===== config.mk =====
export PLATFORM = sky130hd
export DESIGN_NAME = ps2_lane_keys
export DESIGN_NICKNAME = d
export VERILOG_FILES = /design/src/rtl/ps2_kbd_pkg.sv /design/src/rtl/ps2_frame_rx.sv /design/src/rtl/ps2_lane_keys.sv
export SDC_FILE = /design/constraint.sdc
export NUM_CORES = 1
export LEC_CHECK = 0
export CORE_MARGIN = 5
export CORE_UTILIZATION = 60
export CTS_CLUSTER_DIAMETER = 30
export CTS_CLUSTER_SIZE = 14
export DETAILED_ROUTE_END_ITERATION = 8
export PLACE_DENSITY_LB_ADDON = 0.05
export SLEW_MARGIN = 15
export SYNTH_ARGS = -nofsm -noshare
export SYNTH_HDL_FRONTEND = slang
export SYNTH_HIERARCHICAL = 1
export SYNTH_SLANG_ARGS = --single-unit

===== constraint.sdc =====
create_clock -name clk_in -period 2.7 [get_ports clk_in]
set_input_delay 0.54 -clock clk_in [delete_from_list [all_inputs] [get_ports clk_in]]
set_output_delay 0.54 -clock clk_in [all_outputs]
set_load 0.02 [all_outputs]

===== src/rtl/ps2_kbd_pkg.sv =====
// Shared constants and types for the PS/2 lane-key front end.
package ps2_kbd_pkg;

    localparam logic [7:0] BREAK_CODE = 8'hF0;
    localparam logic [7:0] EXT_CODE   = 8'hE0;

    localparam logic [7:0] CODE_A     = 8'h1C;
    localparam logic [7:0] CODE_S     = 8'h1B;
    localparam logic [7:0] CODE_K     = 8'h42;
    localparam logic [7:0] CODE_L     = 8'h4B;
    localparam logic [7:0] CODE_ENTER = 8'h5A;

    // Index 0 sits in the least significant byte.
    localparam logic [39:0] DEFAULT_KEY_CODES = {CODE_ENTER, CODE_L, CODE_K, CODE_S, CODE_A};

    typedef enum logic [1:0] {IDLE, DATA, PARITY, STOP} rx_state_e;

    typedef struct packed {
        logic [7:0] code;
        logic       brk;
        logic       ext;
    } key_evt_t;

endpackage


===== src/rtl/ps2_frame_rx.sv =====
// PS/2 line conditioning and 11-bit frame receiver with parity, stop-bit and timeout checks.
//   state  | meaning
//   IDLE   | waiting for a start bit (0) on a clock falling edge
//   DATA   | shifting in 8 data bits, LSB first
//   PARITY | capturing the parity bit
//   STOP   | checking the stop bit and releasing the byte
module ps2_frame_rx
    import ps2_kbd_pkg::*;
#(
    parameter int FILTER_LEN     = 4,
    parameter int TIMEOUT_CYCLES = 10000,
    parameter int PARITY_CHECK   = 1
) (
    input  logic       clk_in,
    input  logic       rst,
    input  logic       key_clk,
    input  logic       key_data,
    output logic       byte_valid,
    output logic [7:0] data_byte,
    output logic       parity_err,
    output logic       frame_err
);

    localparam int FW = $clog2(FILTER_LEN + 1);
    localparam int TW = $clog2(TIMEOUT_CYCLES + 1);
    localparam logic [FW-1:0] F_RELOAD = FW'(FILTER_LEN - 1);
    localparam logic [TW-1:0] T_RELOAD = TW'(TIMEOUT_CYCLES - 1);

    // Bit 0 carries the clock line, bit 1 the data line.
    logic [1:0]    s1_q, s2_q, filt_q;
    logic [FW-1:0] fcnt_q [2];
    logic          clk_prev_q;

    rx_state_e     state_q, state_d;
    logic [2:0]    bit_cnt_q, bit_cnt_d;
    logic [7:0]    shift_q, shift_d;
    logic          par_q, par_d;
    logic [TW-1:0] to_cnt_q, to_cnt_d;
    logic          armed_q, armed_d;
    logic [FW-1:0] idle_cnt_q, idle_cnt_d;

    logic fall, din, par_ok;

    always_ff @(posedge clk_in or posedge rst) begin
        if (rst) begin
            s1_q       <= 2'b11;
            s2_q       <= 2'b11;
            filt_q     <= 2'b11;
            clk_prev_q <= 1'b1;
            for (int i = 0; i < 2; i++) fcnt_q[i] <= F_RELOAD;
        end else begin
            s1_q       <= {key_data, key_clk};
            s2_q       <= s1_q;
            clk_prev_q <= filt_q[0];
            for (int i = 0; i < 2; i++) begin
                if (s2_q[i] == filt_q[i]) begin
                    fcnt_q[i] <= F_RELOAD;
                end else if (fcnt_q[i] == '0) begin
                    filt_q[i] <= s2_q[i];
                    fcnt_q[i] <= F_RELOAD;
                end else begin
                    fcnt_q[i] <= fcnt_q[i] - 1'b1;
                end
            end
        end
    end

    assign fall      = clk_prev_q & ~filt_q[0];
    assign din       = filt_q[1];
    assign par_ok    = ^{shift_q, par_q};
    assign data_byte = shift_q;

    always_ff @(posedge clk_in or posedge rst) begin
        if (rst) begin
            state_q    <= IDLE;
            bit_cnt_q  <= '0;
            shift_q    <= '0;
            par_q      <= 1'b0;
            to_cnt_q   <= T_RELOAD;
            armed_q    <= 1'b0;
            idle_cnt_q <= F_RELOAD;
        end else begin
            state_q    <= state_d;
            bit_cnt_q  <= bit_cnt_d;
            shift_q    <= shift_d;
            par_q      <= par_d;
            to_cnt_q   <= to_cnt_d;
            armed_q    <= armed_d;
            idle_cnt_q <= idle_cnt_d;
        end
    end

    always_comb begin
        state_d    = state_q;
        bit_cnt_d  = bit_cnt_q;
        shift_d    = shift_q;
        par_d      = par_q;
        to_cnt_d   = to_cnt_q;
        armed_d    = armed_q;
        idle_cnt_d = idle_cnt_q;
        byte_valid = 1'b0;
        parity_err = 1'b0;
        frame_err  = 1'b0;

        if (fall) begin
            to_cnt_d = T_RELOAD;
        end else if (state_q != IDLE && to_cnt_q != '0) begin
            to_cnt_d = to_cnt_q - 1'b1;
        end

        // After reset, both lines must idle high before a start bit is trusted.
        if (!armed_q) begin
            if (filt_q == 2'b11) begin
                if (idle_cnt_q == '0) armed_d = 1'b1;
                else                  idle_cnt_d = idle_cnt_q - 1'b1;
            end else begin
                idle_cnt_d = F_RELOAD;
            end
        end

        case (state_q)
            IDLE: begin
                if (fall && armed_q && !din) begin
                    state_d   = DATA;
                    bit_cnt_d = '0;
                end
            end
            DATA: begin
                if (fall) begin
                    shift_d   = {din, shift_q[7:1]};
                    bit_cnt_d = bit_cnt_q + 3'd1;
                    if (bit_cnt_q == 3'd7) state_d = PARITY;
                end
            end
            PARITY: begin
                if (fall) begin
                    par_d   = din;
                    state_d = STOP;
                end
            end
            STOP: begin
                if (fall) begin
                    state_d    = IDLE;
                    parity_err = (PARITY_CHECK != 0) && !par_ok;
                    frame_err  = !din;
                    byte_valid = din && (par_ok || PARITY_CHECK == 0);
                end
            end
            default: state_d = IDLE;
        endcase

        if (state_q != IDLE && !fall && to_cnt_q == '0) begin
            state_d    = IDLE;
            frame_err  = 1'b1;
            byte_valid = 1'b0;
        end
    end

endmodule


===== src/rtl/ps2_lane_keys.sv =====
// PS/2 keyboard front end: make/break/extended decode, lane-key held state and a FWFT event FIFO.
module ps2_lane_keys
    import ps2_kbd_pkg::*;
#(
    parameter int                      NUM_KEYS       = 5,
    parameter logic [8*NUM_KEYS-1:0]   KEY_CODES      = DEFAULT_KEY_CODES,
    parameter int                      FILTER_LEN     = 4,
    parameter int                      TIMEOUT_CYCLES = 10000,
    parameter int                      PARITY_CHECK   = 1,
    parameter int                      FIFO_DEPTH     = 8
) (
    input  logic                clk_in,
    input  logic                rst,
    input  logic                key_clk,
    input  logic                key_data,
    output logic [NUM_KEYS-1:0] key_down,
    output logic [NUM_KEYS-1:0] key_press,
    output logic                evt_valid,
    input  logic                evt_ready,
    output logic [7:0]          evt_code,
    output logic                evt_break,
    output logic                evt_ext,
    output logic                parity_err,
    output logic                frame_err,
    output logic                overflow
);

    localparam int AW = $clog2(FIFO_DEPTH);

    logic       rx_valid, rx_perr, rx_ferr;
    logic [7:0] rx_byte;

    ps2_frame_rx #(
        .FILTER_LEN    (FILTER_LEN),
        .TIMEOUT_CYCLES(TIMEOUT_CYCLES),
        .PARITY_CHECK  (PARITY_CHECK)
    ) u_rx (
        .clk_in    (clk_in),
        .rst       (rst),
        .key_clk   (key_clk),
        .key_data  (key_data),
        .byte_valid(rx_valid),
        .data_byte (rx_byte),
        .parity_err(rx_perr),
        .frame_err (rx_ferr)
    );

    logic                brk_q, brk_d, ext_q, ext_d;
    logic [NUM_KEYS-1:0] key_down_q, key_down_d, key_press_q, key_press_d;
    logic                push_q, push_d;
    key_evt_t            push_evt_q, push_evt_d;
    logic                parity_err_q, frame_err_q, overflow_q;

    always_comb begin
        brk_d       = brk_q;
        ext_d       = ext_q;
        key_down_d  = key_down_q;
        key_press_d = '0;
        push_d      = 1'b0;
        push_evt_d  = push_evt_q;
        if (rx_valid) begin
            if (rx_byte == BREAK_CODE) begin
                brk_d = 1'b1;
            end else if (rx_byte == EXT_CODE) begin
                ext_d = 1'b1;
            end else begin
                push_d     = 1'b1;
                push_evt_d = '{code: rx_byte, brk: brk_q, ext: ext_q};
                brk_d      = 1'b0;
                ext_d      = 1'b0;
                for (int i = 0; i < NUM_KEYS; i++) begin
                    if (!ext_q && rx_byte == KEY_CODES[8*i +: 8]) begin
                        if (brk_q) begin
                            key_down_d[i] = 1'b0;
                        end else begin
                            key_down_d[i]  = 1'b1;
                            key_press_d[i] = ~key_down_q[i];
                        end
                    end
                end
            end
        end
    end

    key_evt_t          mem [FIFO_DEPTH];
    logic [AW-1:0]     wr_ptr_q, rd_ptr_q;
    logic [AW:0]       count_q;
    logic              pop, full, wr_en;
    key_evt_t          head;

    assign full  = (count_q == (AW+1)'(FIFO_DEPTH));
    assign pop   = evt_valid & evt_ready;
    assign wr_en = push_q & (~full | pop);

    always_ff @(posedge clk_in or posedge rst) begin
        if (rst) begin
            brk_q        <= 1'b0;
            ext_q        <= 1'b0;
            key_down_q   <= '0;
            key_press_q  <= '0;
            push_q       <= 1'b0;
            push_evt_q   <= '0;
            parity_err_q <= 1'b0;
            frame_err_q  <= 1'b0;
            overflow_q   <= 1'b0;
            wr_ptr_q     <= '0;
            rd_ptr_q     <= '0;
            count_q      <= '0;
        end else begin
            brk_q        <= brk_d;
            ext_q        <= ext_d;
            key_down_q   <= key_down_d;
            key_press_q  <= key_press_d;
            push_q       <= push_d;
            push_evt_q   <= push_evt_d;
            parity_err_q <= rx_perr;
            frame_err_q  <= rx_ferr;
            overflow_q   <= overflow_q | (push_q & full & ~pop);
            if (wr_en) wr_ptr_q <= wr_ptr_q + 1'b1;
            if (pop)   rd_ptr_q <= rd_ptr_q + 1'b1;
            case ({wr_en, pop})
                2'b10:   count_q <= count_q + 1'b1;
                2'b01:   count_q <= count_q - 1'b1;
                default: count_q <= count_q;
            endcase
        end
    end

    // Storage needs no reset; the head is masked while the FIFO is empty.
    always_ff @(posedge clk_in) begin
        if (wr_en) mem[wr_ptr_q] <= push_evt_q;
    end

    assign head       = mem[rd_ptr_q];
    assign evt_valid  = (count_q != '0);
    assign evt_code   = evt_valid ? head.code : 8'h00;
    assign evt_break  = evt_valid & head.brk;
    assign evt_ext    = evt_valid & head.ext;
    assign key_down   = key_down_q;
    assign key_press  = key_press_q;
    assign parity_err = parity_err_q;
    assign frame_err  = frame_err_q;
    assign overflow   = overflow_q;

endmodule


==> Word-level counts from Yosys, hierarchy flattened <==
Memories as Yosys holds them, arrays and structs flattened.
Index checks and enable logic that the tools add are counted.
{ "totals": {"ff_bits": 81, "ram_bits": 80, "in_bits": 5, "out_inout_bits": 24, "elab_cells": 185, "mem_count": 1} }
{ "memory_table": {"columns": ["name", "depth", "word_bits", "read_ports", "rd_ports_with_merged_regs", "wr", "line", "rtl"], "rows": [
  ["mem", 8, 10, 1, 0, 1, "ps2_lane_keys.sv:85", "key_evt_t mem [FIFO_DEPTH];"]
]} }
{ "classes": {"n_addsub": 9, "n_eq_ne": 26, "muxes": 53, "bitwise": 22, "reduce_logical": 42} }
{ "op_table": {"columns": ["cell", "count"], "rows": [
  ["$mux W1", 30],
  ["$mux W14", 2],
  ["$eq A8 B7 Y1 const B", 3],
  ["$mux W3", 8],
  ["$reduce_and A4 Y1", 5],
  ["$eq A8 B5 Y1 const B", 2],
  ["$eq A8 B8 Y1 const B", 2],
  ["$mux W5", 3],
  ["$ne A3 B1 Y1 const B", 5],
  ["$logic_not A14 Y1", 1],
  ["$reduce_and A2 Y1", 7],
  ["$reduce_bool A14 Y1", 1],
  ["$sub A14 B1 Y14 const B", 1],
  ["$not A1 Y1", 13],
  ["$mux W2", 6],
  ["$logic_and A1 B1 Y1", 11],
  ["$add A3 B1 Y3 const B", 3],
  ["$logic_not A3 Y1", 3],
  ["$reduce_xor A9 Y1", 1],
  ["$sub A3 B1 Y3 const B", 3],
  ["$eq A2 B2 Y1 const B", 4],
  ["$mux W8", 1],
  ["$pmux W2 S4", 1],
  ["$pmux W4 S2", 1],
  ["17 further kinds", 35]
]} }

==> Longest topological paths before layout <==
Gate-level depths: netlist of run 1.
{ "depth": {"depth_word": 7, "ltp_mapped": 9, "ltp_nobuf": 9} }

==> Hierarchy <==
Netlist of run 1, hierarchy kept.
{ "modules_own_cells": {"columns": ["module", "instances", "cells_each", "area_each_um2", "seq_area_each_um2"], "rows": [
  ["ps2_lane_keys", 1, 281, 4699.5, 3303.2],
  ["ps2_frame_rx", 1, 207, 2321.0, 1152.4]
]} }

==> Worst setup path before layout of run 1 <==
OpenSTA, ideal clock, no wires.
{ "synth_path": {"path_type": "reg2reg", "startpoint": "reg u_rx.shift_q[5] (netlist: u_rx/data_byte[5])", "endpoint": "reg key_down_q[4] (netlist: key_down[4])", "setup_time_ns": 0.138, "arrival_ns": 2.087, "required_ns": 2.562, "slack_ns": 0.474, "stages_incl_launch_ff": 10, "n_path_buf": 0, "synth_period_minus_slack_ns": 2.226, "path_cell_list": "dfrtp_1 xnor2_1 xnor2_1 xnor2_1 xnor2_1 nor2_1 nand2_1 or2_1 or2_1 mux2i_1"} }
{ "synth_between": {"elab_chain_cells": 6, "word_cells_on_any_way": 12, "classes_between": "eq/ne (3); mux (3); bitwise (2); reduce/logical (4)"} }
{ "synth_rtl": {"columns": ["element", "line", "rtl"], "rows": [
  ["start: declaration", "ps2_frame_rx.sv:36", "logic [7:0] shift_q, shift_d;"],
  ["start signal: assignment", "ps2_frame_rx.sv:85", "shift_q <= shift_d;"],
  ["$reduce_xor A9 Y1", "ps2_frame_rx.sv:70", "assign par_ok = ^{shift_q, par_q};"],
  ["$logic_and A1 B1 Y1", "ps2_frame_rx.sv:146", "byte_valid = din && (par_ok || PARITY_CHECK == 0);"],
  ["$mux W1", "ps2_frame_rx.sv:142", "if (fall) begin"],
  ["$mux W1", "ps2_frame_rx.sv:121", "case (state_q)"],
  ["$mux W1", "ps2_frame_rx.sv:152", "if (state_q != IDLE && !fall && to_cnt_q == '0) begin"],
  ["named net rx_valid", "ps2_lane_keys.sv:30", "logic rx_valid, rx_perr, rx_ferr;"],
  ["$reduce_and A4 Y1 (no source line)", null, null],
  ["end signal: assignment", "ps2_lane_keys.sv:112", "key_down_q <= key_down_d;"],
  ["end: declaration", "ps2_lane_keys.sv:49", "logic [NUM_KEYS-1:0] key_down_q, key_down_d, key_press_q, key_press_d;"]
]} }
The timed path passes the listed nets, and every way through them passes these cells.
A chain may end at the register's enable or synchronous reset.

==> Final worst setup path of run 1 <==
{ "layout_path": {"startpoint": "reg rd_ptr_q[0]", "endpoint": "out evt_code[7]"} }
{ "layout_between": {"elab_chain_cells": 2} }
{ "layout_rtl": {"columns": ["element", "line", "rtl"], "rows": [
  ["start: declaration", "ps2_lane_keys.sv:86", "logic [AW-1:0] wr_ptr_q, rd_ptr_q;"],
  ["start signal: assignment", "ps2_lane_keys.sv:120", "if (pop) rd_ptr_q <= rd_ptr_q + 1'b1;"],
  ["$mem_v2 Z8 W10", null, null],
  ["$mux W8", "ps2_lane_keys.sv:136", "assign evt_code = evt_valid ? head.code : 8'h00;"],
  ["end: declaration", "ps2_lane_keys.sv:20", "output logic [7:0] evt_code,"]
]} }
No other way between the ends.

==> impl_metrics.yaml, run 1 <==
global_routing:
  grt-ovfl-total: 0
  antenna_found_initial: 0
  grt_max_degree: 37
  grt_usage: 0.189
  first_global_vias: 4034
  grt_pass1_wl_mm: 20.9
layout:
  layout.cells.non_filler: 697
  diodes: 0
  drive_gt1_frac: 0.247
  nNetsFinal: 563
  syn_to_final_growth_pct: 17.9
  fin_util: 0.722
routing:
  drt-initial-drc-count: 214
  routedWlPerCell_um: 17.8
  viasPerCell: 5.62
  drt_pre_antenna_iters: 4
  routed_wl_mm: 12.4
  postRouteAntennaNets: 0
  vias: 3918
  drc: 0
outcome:
  outcome: "completed"
logic_synthesis:
  synth_seq_cells: 161
  synth_edf_count: 80
  synth_cell_types: 60
  ys_async_sr_fraction: 0.503
  synth_warnings: 6
  synth_compound_area_frac: 0.0397
  synth.area.mux_share: 0.120
  synth_fa_ha_area_frac: 0.0303
  synth_nets: 510
  synth_top_flop_cell: "edfxtp_1"
  yosys.area.top_type: "edfxtp_1"
  yosysTopAreaCellShare: 0.342
  synthXorXnorAreaFrac: 0.0337
  synth.area.top_cells: "edfxtp_1 34%, dfrtp_1 21%, dfstp_2 7.9%"
  ys_seq_area_frac: 0.635
  syn_avg_cell_area_um2: 14.4
  syn-cell-area_um2: 7020
  synth_top_family_by_area: "multiplexers"
  syn_inst: 488
  synthSimpleGateAreaFrac: 0.117
sta:
  hold_viol: 0
  fmax_mhz: 386
  fin_worst_skew_ns: 0.00666
  tightest_slew_ns: 0.552
  grt_setup_unrepaired: "true"
  period_share: 0.960
  setup_viol: 0
  max-slew-margin-rel: 0.631
  maxSlewViolCount: 0
  layout_min_cycle_time_ns: 2.59
worst_setup_path:
  reg2reg_from: "u_rx/data_byte[7]"
  crit_end: "evt_code[7]"
  critPathKind: "flop to output pin"
  cp-end-kind: "output pin"
  crit_path_max_fanout: 11
  arrival_ns: 2.05
  ff2ff_path_depth: 9
  crit_start: "rd_ptr_q[0]"
  r2r_slack_ns: 0.28
  startpoint_type: "flop"
  r2r_end: "key_down[0]"
  crit_required_ns: 2.16
power:
  p_leak_nw: 3.45
  ir_drop_mv: 0.892
  power.density_nw_per_um2: 972
clocking:
  cts_buffers: 17
  cts_tree: "yes"
  cts_htree_levels: 4
  ctsLongestPathBuffers: 2
  clk_pin_slew_worst_paths_ns: 0.06
  clock-sinks: 161
  cts_root_buf: "clkbuf_16"
  clk_latency_ns: 0.42
min_path:
  hold_depth: 0
  hp-class: "flop to flop"
place:
  placed_cells: 663
  io_buffers: 28
  gp_congestion: 0.812
  hpwlAfterDp_mm: 7.87
die:
  pin_count: 29
  design.core.area_um2: 11500
  start_util: 0.612
  rows: 39
  die_h_um: 118
  die_w_um: 118
  die-area_um2: 14000
run:
  drv_cap: 0
## cell usage after synthesis (all sizes together), types with 7 or more instances
master and number:
a21oi 10, buf 8, dfrtp 60, dfstp 21
edfxtp 80, ha 17, inv 24, mux2 18
mux2i 18, mux4 20, nand2 41, nand2b 7
nand3 9, nor2 40, nor3 9, nor4 8
o21ai 10, xnor2 13, xor2 14
## registers in the layout, summed over array words and instances, names as in the netlist, 3 cells and up
name	flops
count_q	4
key_down	5
key_press	5
mem	80
push_evt_q	10
rd_ptr_q	3
u_rx/bit_cnt_q	3
u_rx/data_byte	8
u_rx/fcnt_q	6
u_rx/idle_cnt_q	3
u_rx/to_cnt_q	14
wr_ptr_q	3
## cells by family after synthesis
kind of cell,count (synthesis)
mux,56
simple gates,149
fa+ha+maj,17
flops,161
xor+xnor,27
compound gates,40
buf+inv,38
## final cells by class
class	count	area, um^2
Sequential cell	161	4460
Fill cell	764	3190
Multi-Input combinational cell	289	2400
Timing Repair Buffer	48	463
Clock buffer	18	429
Clock inverter	14	262
Tap cell	143	179
Inverter	24	90.1
## critical path: stages, from the launching register on
cell and delay (ns):
dfrtp_2 0.43, buf_12 0.18, mux4_2 0.50, mux2i_1 0.19
nor2_1 0.06, clkdlybuf4s15_1 0.28
## worst min path at each step
stage | startpoint | slack [ns] | to
finish | u_rx/s1_q[1] | 0.36 | u_rx/s2_q[1]
global route | u_rx/s1_q[1] | 0.36 | u_rx/s2_q[1]
CTS | u_rx/s1_q[1] | 0.36 | u_rx/s2_q[1]
detailed placement | u_rx/s1_q[0] | 0.35 | u_rx/s2_q[0]
global placement | u_rx/s1_q[1] | 0.35 | u_rx/s2_q[1]
floorplan | u_rx/s1_q[0] | 0.35 | u_rx/s2_q[0]
## cells in the final DEF (no fill, tap or decap), drive strengths merged, types with 8 or more instances in the layout
cell	count
inv	23
nor4	8
xnor2	13
nand2	41
mux2i	18
mux4	20
o21ai	10
nor2	40
a21oi	10
dfrtp	60
ha	17
dfstp	21
edfxtp	80
nand3	9
clkbuf	19
buf	20
xor2	14
mux2	18
nor3	9
clkdlybuf4s50	17
## report_power, final
part / internal (W) / switching (W)
logic: 0.00103 / 0.00109
registers: 0.00288 / 0.000271
clock network: 0.00183 / 0.000945
total: 0.00574 / 0.00231
## metrics by stage
| stage | hold WS, ns | instance area (um^2) | setup WS, ns | total power (W) | TNS, ns |
|---|---|---|---|---|---|
| finish | 0.357 | 8280 | 0.108 | 0.00805 | 0 |
| global route | 0.362 | 8280 | -0.0181 | 0.00847 | -0.0181 |
| CTS | 0.360 | 8260 | 0.0267 | 0.00811 | 0 |
| detailed placement | 0.347 | 7560 | 0.269 | 0.00531 | 0 |
| global placement | 0.348 | 7560 | 0.272 | 0.00525 | 0 |
| floorplan | 0.345 | 7020 | 0.474 | 0.00471 | 0 |
## routing by layer
layer / global-route usage / part of all wire / wire [um] / up-vias
li1: - / - / - / 1883
met1: 0.251 / 0.45 / 5550 / 1956
met2: 0.306 / 0.51 / 6320 / 62
met3: 0.0396 / 0.025 / 315 / 17
met4: 0.0781 / 0.017 / 212 / 0
met5: 0 / 0 / 0 / -
## repair_timing
action / in CTS / in global routing
gates cloned: 1 / 0
buffers inserted: 0 / 1
hold buffers: 0 / 0
gates resized for setup: 13 / 7
endpoints found under the setup margin: 11 / 5
(Power assumes the default switching activity.)
==> run 2, diff against run 1 <==
--- a/config.mk
+++ b/config.mk
@@ -6,7 +6,7 @@
 export NUM_CORES = 1
 export LEC_CHECK = 0
 export CORE_MARGIN = 5
-export CORE_UTILIZATION = 60
+export CORE_UTILIZATION = 55
 export CTS_CLUSTER_DIAMETER = 30
 export CTS_CLUSTER_SIZE = 14
 export DETAILED_ROUTE_END_ITERATION = 8
==> constraint.sdc (replaced) <==
create_clock -name clk_in -period 2.25 [get_ports clk_in]
set_input_delay 0.45 -clock clk_in [delete_from_list [all_inputs] [get_ports clk_in]]
set_output_delay 0.45 -clock clk_in [all_outputs]
set_load 0.02 [all_outputs]
==> impl_metrics.yaml, run 2 (same netlist as run 1, synthesis figures left out) <==
global_routing:
  first_global_vias: 4236
  grt_usage: 0.188
  grt_pass1_wl_mm: 21.6
  grt_max_degree: 46
  antenna_found_initial: 0
  grt-ovfl-total: 0
layout:
  drive_gt1_frac: 0.296
  layout.cells.non_filler: 753
  reg_top3: "mem: 80 flops, u_rx/to_cnt_q: 14 flops, push_evt_q: 10 flops"
  multiInputGateArea_um2: 2410
  largest_reg_flops: 80
  regMostFlops: "mem"
  nNetsFinal: 590
  diodes: 0
  final_common_cell: "edfxtp_1"
  seqCellArea_um2: 4460
  fill_cells: 923
  layout_common_cells: "80 x edfxtp_1, 59 x dfrtp_1, 43 x buf_4"
  syn_to_final_growth_pct: 19.2
outcome:
  outcome: "complete, but fails checks"
  failed_checks: "negative setup slack"
clocking:
  clock-sinks: 161
  ctsLongestPathBuffers: 2
  cts_root_buf: "clkbuf_16"
  cts_tree: "yes"
  clk_latency_ns: 0.42
  clk_pin_slew_worst_paths_ns: 0.06
  cts_buffers: 17
  cts_htree_levels: 4
min_path:
  hp-class: "flop to flop"
  hold_start: "u_rx/s1_q[0]"
die:
  die_w_um: 123
  design.core.area_um2: 12600
  start_util: 0.559
  pin_count: 29
  rows: 41
  die-area_um2: 15100
  die_h_um: 123
worst_setup_path:
  crit_start: "rd_ptr_q[0]"
  crit_path_max_fanout: 8
  arrival_ns: 1.95
  crit_path_cell_trace: "buf_8 > mux4_2 > mux2i_1 > nor2_1 > buf_2"
  reg2reg_from: "u_rx/data_byte[6]"
  cp-end-kind: "output pin"
  critPathKind: "flop to output pin"
  slowest_stage: "mux4_2"
  crit_path_max_incr_delay_ns: 0.50
  startpoint_type: "flop"
  crit_required_ns: 1.80
sta:
  fmax_mhz: 416
  period_share: 1.07
  grt_setup_unrepaired: "true"
  hold_viol: 0
  worst_slack_ns: -0.154
  setup_viol: 10
  maxSlewViolCount: 0
  tightest_slew_ns: 0.733
  layout_min_cycle_time_ns: 2.40
  fin_worst_skew_ns: 0.00498
  max-slew-margin-rel: 0.511
  hold_ws_ns: 0.358
run:
  drv_cap: 0
routing:
  viasPerCell: 5.38
  vias: 4052
  drt-initial-drc-count: 297
  routedWlPerCell_um: 17.3
  routed_wl_mm: 13.0
  drc: 0
  drt_pre_antenna_iters: 4
  postRouteAntennaNets: 0
power:
  power.density_nw_per_um2: 1100
  totalPowerFinal_w: 0.00921
  p_leak_nw: 3.55
  ir_drop_mv: 0.573
place:
  placed_cells: 717
  hpwlAfterDp_mm: 8.86
  io_buffers: 28
  gp_congestion: 0.806
run 2: changes by cell type in the layout (fill, tap and decap cells not counted), sizes merged:
| cell | before | now |
|---|---|---|
| dlygate4sd2 | 6 | 0 |
| clkinv | 6 | 8 |
| inv | 23 | 24 |
| buf | 20 | 58 |
| clkdlybuf4s15 | 4 | 0 |
| bufinv | 7 | 2 |
| clkinvlp | 2 | 3 |
run 2: metal layers:
metal,routed length (um),track usage,part of all wire,up-vias
met5,0,0,0,-
met4,126,0.0623,0.0097,0
met3,364,0.0430,0.028,8
met2,6920,0.330,0.53,52
met1,5610,0.231,0.43,2058
li1,-,-,-,1934
run 2: path summary, 6_finish.rpt:
check,endpoint,depth (start not counted),slack (ns)
worst max register to register,key_down[4],9,0.15
worst min register to register,u_rx/s2_q[0],0,0.36
min in group asynchronous,parity_err,3,0.47
worst min-delay path,u_rx/s2_q[0],0,0.36
max in group asynchronous,u_rx/filt_q[0],3,1.35
worst max-delay path,evt_code[4],5,-0.15
run 2: critical path: cells and delay by family, from the launching register on:
family	cells	cell delay, ns
mux	2	0.68
buf+inv	2	0.33
simple gates	1	0.07
flops	1	0.45
run 2: metrics by stage:
| step | TNS (ns) | cell area (um^2) | utilization | worst slack, ns |
|---|---|---|---|---|
| after global placement | -0.296 | 7790 | 0.620 | -0.0611 |
| final | -0.987 | 8370 | 0.666 | -0.154 |
| after detailed placement | -0.527 | 7790 | 0.620 | -0.110 |
| after global routing | -1.90 | 8370 | 0.666 | -0.240 |
| after floorplan | 0 | 7020 | - | 0.0243 |
| after CTS | -1.23 | 8380 | 0.666 | -0.179 |
run 2: layout make-up:
type                       instances  area share
sequential                       161       0.533
tap                              172      0.0257
clock inverter                    13      0.0144
clock buffer                      19      0.0517
multi-input combinational        289       0.288
inverter                          24      0.0108
timing repair buffer              75      0.0771
run 2: power breakdown:
group / internal, W / leakage, nW / switching (W)
combinational: 0.00136 / 1.42 / 0.00136
clock: 0.00161 / 0.267 / 0.00109
sequential: 0.00346 / 1.87 / 0.000320
run 2: repair_timing:
item,in CTS,in global routing
endpoints found under the setup margin,11,16
setup buffers,3,2
hold buffers,0,0
pin swaps,1,6
resized for setup,52,7
gates cloned,1,0
==> run 3, diff against run 2 <==
--- a/config.mk
+++ b/config.mk
@@ -5,13 +5,14 @@
 export SDC_FILE = /design/constraint.sdc
 export NUM_CORES = 1
 export LEC_CHECK = 0
+export CORE_ASPECT_RATIO = 1.5
 export CORE_MARGIN = 5
 export CORE_UTILIZATION = 55
 export CTS_CLUSTER_DIAMETER = 30
 export CTS_CLUSTER_SIZE = 14
 export DETAILED_ROUTE_END_ITERATION = 8
 export PLACE_DENSITY_LB_ADDON = 0.05
-export SLEW_MARGIN = 15
+export SLEW_MARGIN = 20
 export SYNTH_ARGS = -nofsm -noshare
 export SYNTH_HDL_FRONTEND = slang
 export SYNTH_HIERARCHICAL = 1
==> constraint.sdc (replaced) <==
create_clock -name clk_in -period 2.25 [get_ports clk_in]
set_input_delay 0.45 -clock clk_in [delete_from_list [all_inputs] [get_ports clk_in]]
set_output_delay 0.45 -clock clk_in [all_outputs]
set_load 0.05 [all_outputs]
==> impl_metrics.yaml, run 3 (same netlist as run 1, synthesis figures left out) <==
layout:
  regMostFlops: "mem"
  reg_top3: "mem: 80 flops, u_rx/to_cnt_q: 14 flops, push_evt_q: 10 flops"
  syn_to_final_growth_pct: 20.2
  largest_reg_flops: 80
  nNetsFinal: 585
  drive_gt1_frac: 0.290
  layout_common_cells: "80 x edfxtp_1, 56 x dfrtp_1, 41 x nand2_1"
  final_common_cell: "edfxtp_1"
  diodes: 0
place:
  gp_congestion: 0.828
  io_buffers: 28
  hpwlAfterDp_mm: 8.63
die:
  die_w_um: 102
  die_h_um: 148
  start_util: 0.561
  rows: 50
  die-area_um2: 15200
  design.core.area_um2: 12500
  pin_count: 29
clocking:
  clk_pin_slew_worst_paths_ns: 0.06
  cts_buffers: 17
  ctsLongestPathBuffers: 2
  cts_tree: "yes"
  cts_root_buf: "clkbuf_16"
  cts_htree_levels: 4
  ctsHoldBuffers: 0
  clock-sinks: 161
  clk_latency_ns: 0.41
worst_setup_path:
  crit_top_cell: "buf_6"
  slowest_stage: "mux4_2"
  crit_path_max_fanout: 6
  crit_path_max_incr_delay_ns: 0.51
  crit_required_ns: 1.80
  cp_num_buf_inv: 3
  crit_family: "multiplexers"
  critPathKind: "flop to output pin"
  startpoint_type: "flop"
  cp-end-kind: "output pin"
  crit_path_cell_trace: "buf_6 > buf_12 > mux4_2 > mux2i_1 > nor2_1 > buf_6"
  arrival_ns: 1.92
power:
  ir_drop_mv: 0.771
  totalPowerFinal_w: 0.00980
  p_leak_nw: 3.56
  power.density_nw_per_um2: 1160
global_routing:
  antenna_found_initial: 0
  grt_pass1_wl_mm: 21.3
  grt_usage: 0.183
  grt_max_degree: 37
  first_global_vias: 4317
  grt-ovfl-total: 0
sta:
  setup_viol: 10
  fin_worst_skew_ns: 0.00836
  maxSlewViolCount: 0
  layout_min_cycle_time_ns: 2.37
  hold_viol: 0
  grt_setup_unrepaired: "true"
  worst_slack_ns: -0.123
  period_share: 1.05
  tightest_slew_ns: 0.527
  fin_setup_tns_ns: -1.10
  max-slew-margin-rel: 0.648
  fmax_mhz: 421
routing:
  drt_pre_antenna_iters: 4
  vias: 4020
  routedWlPerCell_um: 17.4
  postRouteAntennaNets: 0
  drt-initial-drc-count: 97
  drc: 0
  viasPerCell: 5.49
  routed_wl_mm: 12.8
run:
  drv_cap: 0
min_path:
  hp-class: "flop to flop"
outcome:
  failed_checks: "negative setup slack"
  outcome: "complete, but fails checks"
run 3: changes by cell type in the layout (fill, tap and decap cells not counted), sizes merged:
cell	previous run	this run
clkbuf	19	24
inv	24	25
clkinv	8	4
clkinvlp	3	2
buf	58	52
run 3: metal layers:
layer  vias to the layer above  GRT usage  wire length [um]  part of all wire
met5                         -          0                 0                 0
met4                         0     0.0650               160             0.013
met3                        12     0.0357               243             0.019
met2                        51      0.334              7460              0.58
met1                      2028      0.210              4900              0.38
li1                       1929          -                 -                 -
run 3: worst paths after layout:
path | from | end | slack [ns] | cells past startpoint
setup / recovery | rd_ptr_q[0] | evt_code[6] | -0.12 | 6
hold / removal | u_rx/s1_q[1] | u_rx/s2_q[1] | 0.36 | 0
setup reg to reg | count_q[1] | count_q[2] | 0.12 | 8
hold reg to reg | u_rx/s1_q[1] | u_rx/s2_q[1] | 0.36 | 0
max in group asynchronous | rst | count_q[0] | 1.38 | 3
min in group asynchronous | rst | u_rx/to_cnt_q[4] | 0.40 | 3
run 3: what timing repair did:
item                                    CTS  global route
endpoints found under the setup margin   11            14
setup buffers                             5             4
endpoints found under the hold margin     0             0
pin swaps                                 0             3
cloned                                    2             2
gates resized for setup                  17             8
run 3: area by class of cell:
class | count | area (um^2)
Inverter | 24 | 95.1
Clock buffer | 23 | 469
Sequential cell | 161 | 4460
Timing Repair Buffer | 70 | 701
Fill cell | 889 | 4070
Tap cell | 156 | 195
Clock inverter | 9 | 104
Multi-Input combinational cell | 289 | 2420
run 3: through the flow:
stage,instances,area [um^2],hold WS (ns),setup WS (ns),util
2_1_floorplan,488,7020,0.345,0.0243,-
3_3_place_gp,687,7620,0.347,0.120,0.609
3_5_place_dp,687,7620,0.347,0.0365,0.609
4_1_cts,726,8330,0.356,-0.142,0.666
5_1_grt,732,8440,0.365,-0.222,0.675
6_report,732,8440,0.356,-0.123,0.675
run 3: report_power, final:
part | switching (W) | internal, W
sequential | 0.000250 | 0.00347
combinational | 0.00175 | 0.00157
clock | 0.00107 | 0.00170
total | 0.00306 | 0.00674
